`config.mk`:
```
export PLATFORM = sky130hd
export DESIGN_NAME = mem_bus_fabric
export DESIGN_NICKNAME = d
export VERILOG_FILES = /design/src/rtl/riscv_bus_pkg.sv /design/src/rtl/bus_addr_decode.sv /design/src/rtl/mem_bus_fabric.sv
export SDC_FILE = /design/constraint.sdc
export NUM_CORES = 1
export LEC_CHECK = 0
export ABC_AREA = 1
export CAP_MARGIN = 20
export CORE_ASPECT_RATIO = 0.5
export CORE_UTILIZATION = 42
export CTS_CLUSTER_DIAMETER = 50
export DETAILED_ROUTE_END_ITERATION = 10
export HOLD_SLACK_MARGIN = 0.1
export PLACE_DENSITY = 0.88
export SLEW_MARGIN = 20
export SYNTH_ARGS = -nofsm -noshare
export SYNTH_HDL_FRONTEND = slang
export SYNTH_SLANG_ARGS = --single-unit
```
`constraint.sdc`:
```
create_clock -name clk -period 3.1 [get_ports clk]
set_input_delay 0.62 -clock clk [delete_from_list [all_inputs] [get_ports clk]]
set_output_delay 0.62 -clock clk [all_outputs]
set_load 0.01 [all_outputs]
```
`src/rtl/riscv_bus_pkg.sv`:
```
// Types and constants shared by the core-side memory bus fabrics.
package riscv_bus_pkg;

    typedef enum logic [1:0] {
        ST_IDLE,
        ST_ACCESS,
        ST_RESP
    } bus_state_e;

    localparam logic [31:0] DEFAULT_BASE_ADDR = 32'h1001_0000;

    // Index width for `value` items, never below 1 so single-entry vectors stay legal.
    function automatic int clog2_min1(input int value);
        int w;
        w = 1;
        while ((1 << w) < value) w++;
        return w;
    endfunction

endpackage

```
`src/rtl/bus_addr_decode.sv`:
```
// Combinational address decoder: maps a core byte address onto a slave window.
module bus_addr_decode #(
    parameter int                    ADDR_WIDTH = 32,
    parameter int                    DATA_WIDTH = 32,
    parameter int                    NUM_SLAVES = 4,
    parameter int                    WIN_BITS   = 8,
    parameter int                    IDX_W      = 2,
    parameter logic [ADDR_WIDTH-1:0] BASE_ADDR  = ADDR_WIDTH'(32'h1001_0000)
) (
    input  logic [ADDR_WIDTH-1:0] addr_i,
    output logic                  hit_o,
    output logic                  misaligned_o,
    output logic [IDX_W-1:0]      idx_o,
    output logic [WIN_BITS-1:0]   offset_o
);

    localparam int BYTES = DATA_WIDTH / 8;

    logic [ADDR_WIDTH-1:0] off;
    logic [ADDR_WIDTH-1:0] idx_full;

    assign off      = addr_i - BASE_ADDR;
    assign idx_full = off >> WIN_BITS;

    // The lower-bound compare guards the subtraction, so a wrapped offset never hits.
    assign hit_o        = (addr_i >= BASE_ADDR) && (idx_full < ADDR_WIDTH'(NUM_SLAVES));
    assign misaligned_o = (addr_i & ADDR_WIDTH'(BYTES - 1)) != '0;
    assign idx_o        = idx_full[IDX_W-1:0];
    assign offset_o     = off[WIN_BITS-1:0];

endmodule

```
`src/rtl/mem_bus_fabric.sv`:
```
// Core load/store port fanned out to NUM_SLAVES ready-handshake slaves with
// decode/alignment errors and an access timeout.
module mem_bus_fabric #(
    parameter int                    DATA_WIDTH = 32,
    parameter int                    ADDR_WIDTH = 32,
    parameter int                    NUM_SLAVES = 4,
    parameter int                    WIN_BITS   = 8,
    parameter logic [ADDR_WIDTH-1:0] BASE_ADDR  = ADDR_WIDTH'(riscv_bus_pkg::DEFAULT_BASE_ADDR),
    parameter int                    TIMEOUT    = 16
) (
    input  logic                             clk,
    input  logic                             rst,
    input  logic                             m_req,
    input  logic                             m_we,
    input  logic [ADDR_WIDTH-1:0]            m_addr,
    input  logic [DATA_WIDTH-1:0]            m_wdata,
    output logic                             m_ack,
    output logic                             m_err,
    output logic [DATA_WIDTH-1:0]            m_rdata,
    output logic                             m_busy,
    output logic [NUM_SLAVES-1:0]            s_sel,
    output logic                             s_we,
    output logic [WIN_BITS-1:0]              s_addr,
    output logic [DATA_WIDTH-1:0]            s_wdata,
    input  logic [NUM_SLAVES*DATA_WIDTH-1:0] s_rdata,
    input  logic [NUM_SLAVES-1:0]            s_ready
);

    import riscv_bus_pkg::*;

    localparam int IDX_W = clog2_min1(NUM_SLAVES);
    localparam int CNT_W = clog2_min1(TIMEOUT + 1);

    bus_state_e            state_q;
    logic [NUM_SLAVES-1:0] sel_q;
    logic [IDX_W-1:0]      idx_q;
    logic                  we_q;
    logic [WIN_BITS-1:0]   addr_q;
    logic [DATA_WIDTH-1:0] wdata_q;
    logic [CNT_W-1:0]      cnt_q;
    logic                  ack_q;
    logic                  err_q;
    logic                  busy_q;
    logic [DATA_WIDTH-1:0] rdata_q;

    logic                  dec_hit;
    logic                  dec_mis;
    logic [IDX_W-1:0]      dec_idx;
    logic [WIN_BITS-1:0]   dec_off;
    logic [DATA_WIDTH-1:0] sel_rdata;
    logic                  ready_hit;

    bus_addr_decode #(
        .ADDR_WIDTH (ADDR_WIDTH),
        .DATA_WIDTH (DATA_WIDTH),
        .NUM_SLAVES (NUM_SLAVES),
        .WIN_BITS   (WIN_BITS),
        .IDX_W      (IDX_W),
        .BASE_ADDR  (BASE_ADDR)
    ) u_decode (
        .addr_i       (m_addr),
        .hit_o        (dec_hit),
        .misaligned_o (dec_mis),
        .idx_o        (dec_idx),
        .offset_o     (dec_off)
    );

    // NOTE: default assignment first so no path leaves sel_rdata unassigned (no latch).
    always_comb begin
        sel_rdata = '0;
        for (int i = 0; i < NUM_SLAVES; i++) begin
            if (idx_q == IDX_W'(i)) sel_rdata = s_rdata[i*DATA_WIDTH +: DATA_WIDTH];
        end
    end

    assign ready_hit = |(s_ready & sel_q);

    // NOTE: non-blocking assignments so every register samples pre-edge values.
    always_ff @(posedge clk) begin
        if (rst) begin
            state_q <= ST_IDLE;
            sel_q   <= '0;
            idx_q   <= '0;
            we_q    <= 1'b0;
            addr_q  <= '0;
            wdata_q <= '0;
            cnt_q   <= '0;
            ack_q   <= 1'b0;
            err_q   <= 1'b0;
            busy_q  <= 1'b0;
            rdata_q <= '0;
        end else begin
            case (state_q)
                ST_IDLE: begin
                    if (m_req) begin
                        busy_q <= 1'b1;
                        if (!dec_hit || dec_mis) begin
                            state_q <= ST_RESP;
                            ack_q   <= 1'b1;
                            err_q   <= 1'b1;
                            rdata_q <= '0;
                        end else begin
                            state_q <= ST_ACCESS;
                            sel_q   <= NUM_SLAVES'(1) << dec_idx;
                            idx_q   <= dec_idx;
                            we_q    <= m_we;
                            addr_q  <= dec_off;
                            wdata_q <= m_wdata;
                            cnt_q   <= '0;
                        end
                    end
                end
                ST_ACCESS: begin
                    cnt_q <= cnt_q + CNT_W'(1);
                    // Ready is tested first so it wins over a timeout in the same cycle.
                    if (ready_hit || cnt_q == CNT_W'(TIMEOUT - 1)) begin
                        state_q <= ST_RESP;
                        ack_q   <= 1'b1;
                        err_q   <= !ready_hit;
                        rdata_q <= (ready_hit && !we_q) ? sel_rdata : '0;
                        sel_q   <= '0;
                        we_q    <= 1'b0;
                        addr_q  <= '0;
                        wdata_q <= '0;
                    end
                end
                ST_RESP: begin
                    state_q <= ST_IDLE;
                    ack_q   <= 1'b0;
                    err_q   <= 1'b0;
                    rdata_q <= '0;
                    busy_q  <= 1'b0;
                    cnt_q   <= '0;
                end
                default: state_q <= ST_IDLE;
            endcase
        end
    end

    assign m_ack   = ack_q;
    assign m_err   = err_q;
    assign m_rdata = rdata_q;
    assign m_busy  = busy_q;
    assign s_sel   = sel_q;
    assign s_we    = we_q;
    assign s_addr  = addr_q;
    assign s_wdata = wdata_q;

endmodule

```
==> flow_metrics.tcl <==
set metrics [dict create \
    path_buf_inv 1 \
    report.final.hold_viol_count 0 \
    fillers 925 \
    crit_top_cell "nand2_1" \
    utilization 0.717 \
    r2r_slack_ns 0.86 \
    post_cts_resize_count 0 \
    numCtsBuffers 9 \
    worst_path_max_delay_cell "clkdlybuf4s50_1" \
    syn_avg_cell_area_sq_um 6.49 \
    antenna_found_initial 0 \
    relSlewSlack 0.494 \
    fin_nets 1195 \
    yosys-mux-area-fraction 0 \
    numClockSinks 89 \
    drv_slew 0 \
    yosysWarnings 0 \
    viasPerCell 5.25 \
    start_util 0.435 \
    clock_skew_ns 0.0104 \
    worst_pin_slew_ns 0.757 \
    synth_xor_area_frac 0 \
    holdPathStages 2 \
    worst-setup-path-type "input port to register" \
    crit_required_ns 3.37 \
    hold_path_class "register to register" \
    place.gp.congestion 0.938 \
    worstPathMaxFanout 34 \
    max_freq_mhz 394 \
    drive_above_1_share 0.0421 \
    hp-start "s_addr[1]" \
    cpPeakStageDelay_ns 0.49 \
    synth_seq_cells 89 \
    vdd_ir_drop_max_mv 0.298 \
    crit_chain "clkdlybuf4s50_1, nor2_4, nand2_1, nor2_1, nand2_1, nand2_1, nand2_1, a21oi_1, nand3_2, nand2_4, nand2_1, a21oi_1" \
    path_clk_slew_ns 0.07 \
    netlist_area_sq_um 4840 \
    pin_count 280 \
    crit_start "m_addr[17]" \
    total_power_uw 3000 \
    antenna_cells 0 \
    setup_violations 0 \
    yosys.area_share.simple 0.340 \
    synth_compound_area_frac 0.203 \
    finalNonFillerCells 1143 \
    grt_overflow_total 0 \
    worstRegToRegCells 9 \
    clockBufferDepth 2 \
    dp_hpwl_mm 12.3 \
    synthAdderAreaFrac 0.00517 \
    synth.top_cell.area_share 0.368 \
    root_buffer "clkbuf_16" \
    async_flop_share 0 \
    coreArea_sq_um 11100 \
    drt-total-wl_mm 16.9 \
    critPathTopFamily "simple AND/OR/NAND/NOR gates" \
    area_growth_pct 64.7 \
    grt_pass1_vias 5514 \
    grt_usage 0.275 \
    r2r-start "state_q[1]" \
    period_minus_slack_ns 2.54 \
    die_area_sq_um 12000 \
    maxCapViolCount 0 \
    p_per_area_nw_per_um2 376 \
    synth_edf_count 0 \
    synthesis.nets 948 \
    finalCritPeriodShare 0.819 \
    synth_area_leader_cell "dfxtp_1" \
    cts_tree "yes" \
    first_iter_violations 390 \
    cts_hold_buf 0 \
    r2r_end "m_rdata[9]" \
    wl_per_cell_um 14.8 \
    grt_start_max_net_pins 78 \
    synthTopCellsByArea "dfxtp_1 37%, nand2_1 15%, nand3_1 9.6%" \
    startpoint_type "input port" \
    vias 5998 \
    synth_top_family_by_area "simple AND/OR/NAND/NOR gates" \
    drcViolationCount 0 \
    ys.flop_type "dfxtp_1" \
    outcome "complete, no violations" \
    port_buffers 279 \
    holdPathEnd "s_addr[1]" \
    ys_types 28 \
    rsz0062_at_grt "false" \
    die_w_um 154 \
    clk_latency_ns 0.34 \
    critPathArrivalTime_ns 2.81 \
    drtPass1Iterations 4 \
    netlist_instances 746 \
    fin_tns_setup_ns 0 \
    std_cell_rows 27 \
    postCtsSetupBuffers 0 \
    die_h_um 77.9 \
    fin_hold_ws_ns 0.444 \
    htree_levels 3 \
    ant_nets 0 \
    leakagePower_uw 0.00318 \
    cp-end-kind "register" \
    dp.cells 1127 \
    ys_seq_area_frac 0.368 \
    grt_first_pass_wirelength_mm 26.8 \
]
## layer usage
layer  vias to the layer above  GRT usage  wire length, um
met5                         -          0                0
met4                         0     0.0880              441
met3                        34     0.0659             1200
met2                       214      0.492             8290
met1                      2753      0.325             6960
li1                       2997          -                -
## cell type report
class,count,area [sq um],share of cell area
Timing Repair Buffer,291,2900,0.364
Multi-Input combinational cell,566,2660,0.334
Sequential cell,89,1780,0.223
Clock buffer,9,225,0.0282
Tap cell,145,181,0.0228
Inverter,36,135,0.0169
Clock inverter,7,83.8,0.0105
## cell usage after synthesis, drive strengths merged, types with 3 or more instances
cell type / instances
o221ai: 3
dfxtp: 89
nand3: 94
o211ai: 32
o21ai: 34
nor2: 85
o22ai: 11
inv: 36
nand2: 196
clkbuf: 33
buf: 22
a21oi: 88
nor3: 13
## metrics by stage
step / setup slack [ns] / cell area [sq um]
6_report: 0.561 / 7970
3_5_place_dp: 0.248 / 7660
4_1_cts: 0.603 / 7970
2_1_floorplan: 1.12 / 4840
5_1_grt: 0.387 / 7970
3_3_place_gp: 0.385 / 7660
## power by group
| part | internal (uW) | switching, uW | total (uW) |
|---|---|---|---|
| clock network | 644 | 504 | 1150 |
| registers | 1190 | 25.1 | 1210 |
| logic | 377 | 260 | 637 |
## flip-flops by register name, indices dropped and copies added, names as in the netlist, 2 cells and up
register / cells
s_addr: 8
cnt_q: 5
state_q: 2
s_wdata: 32
m_rdata: 32
idx_q: 2
s_sel: 4
## tightest hold or removal path: cells and delay by family (launching register included)
| kind | cells | cell delay (ns) |
|---|---|---|
| flip-flops | 1 | 0.31 |
| AND/OR/NAND/NOR | 2 | 0.09 |
## logic make-up (layout without fill, tap and decap cells)
logic type                 after synthesis  count (layout)
DFF                                     89              89
and+or+nand+nor                        393             393
AOI/OAI and AO/OA                      171             171
adders and majority gates                2               2
buffers and inverters                   91             343
## layout by cell type (no fill, tap or decap), types with 2 or more instances in the layout
cell type          n
ha_1               2
o211ai_1          32
o21ai_1            2
clkdlybuf4s50_1  278
inv_8              2
clkbuf_16          9
nor3_1            13
dfxtp_1           89
nand4_1            2
buf_4             10
inv_2              4
inv_1             32
nand2_1          195
a21oi_1           88
nor2_1            82
o21ai_0           32
buf_12             2
o22ai_1           11
inv_6              3
or2_2              2
nor2_2             2
nand3_1           93
o221ai_1           3
## worst max-delay path by stage
stage | endpoint | slack (ns) | depth (start not counted)
2_1_floorplan | cnt_q[0] | 1.12 | 13
3_3_place_gp | m_rdata[28] | 0.38 | 12
3_5_place_dp | m_rdata[21] | 0.25 | 12
4_1_cts | m_rdata[21] | 0.60 | 12
5_1_grt | m_rdata[21] | 0.39 | 12
6_report | m_rdata[22] | 0.56 | 12
Power figures use the tool's default switching activity.
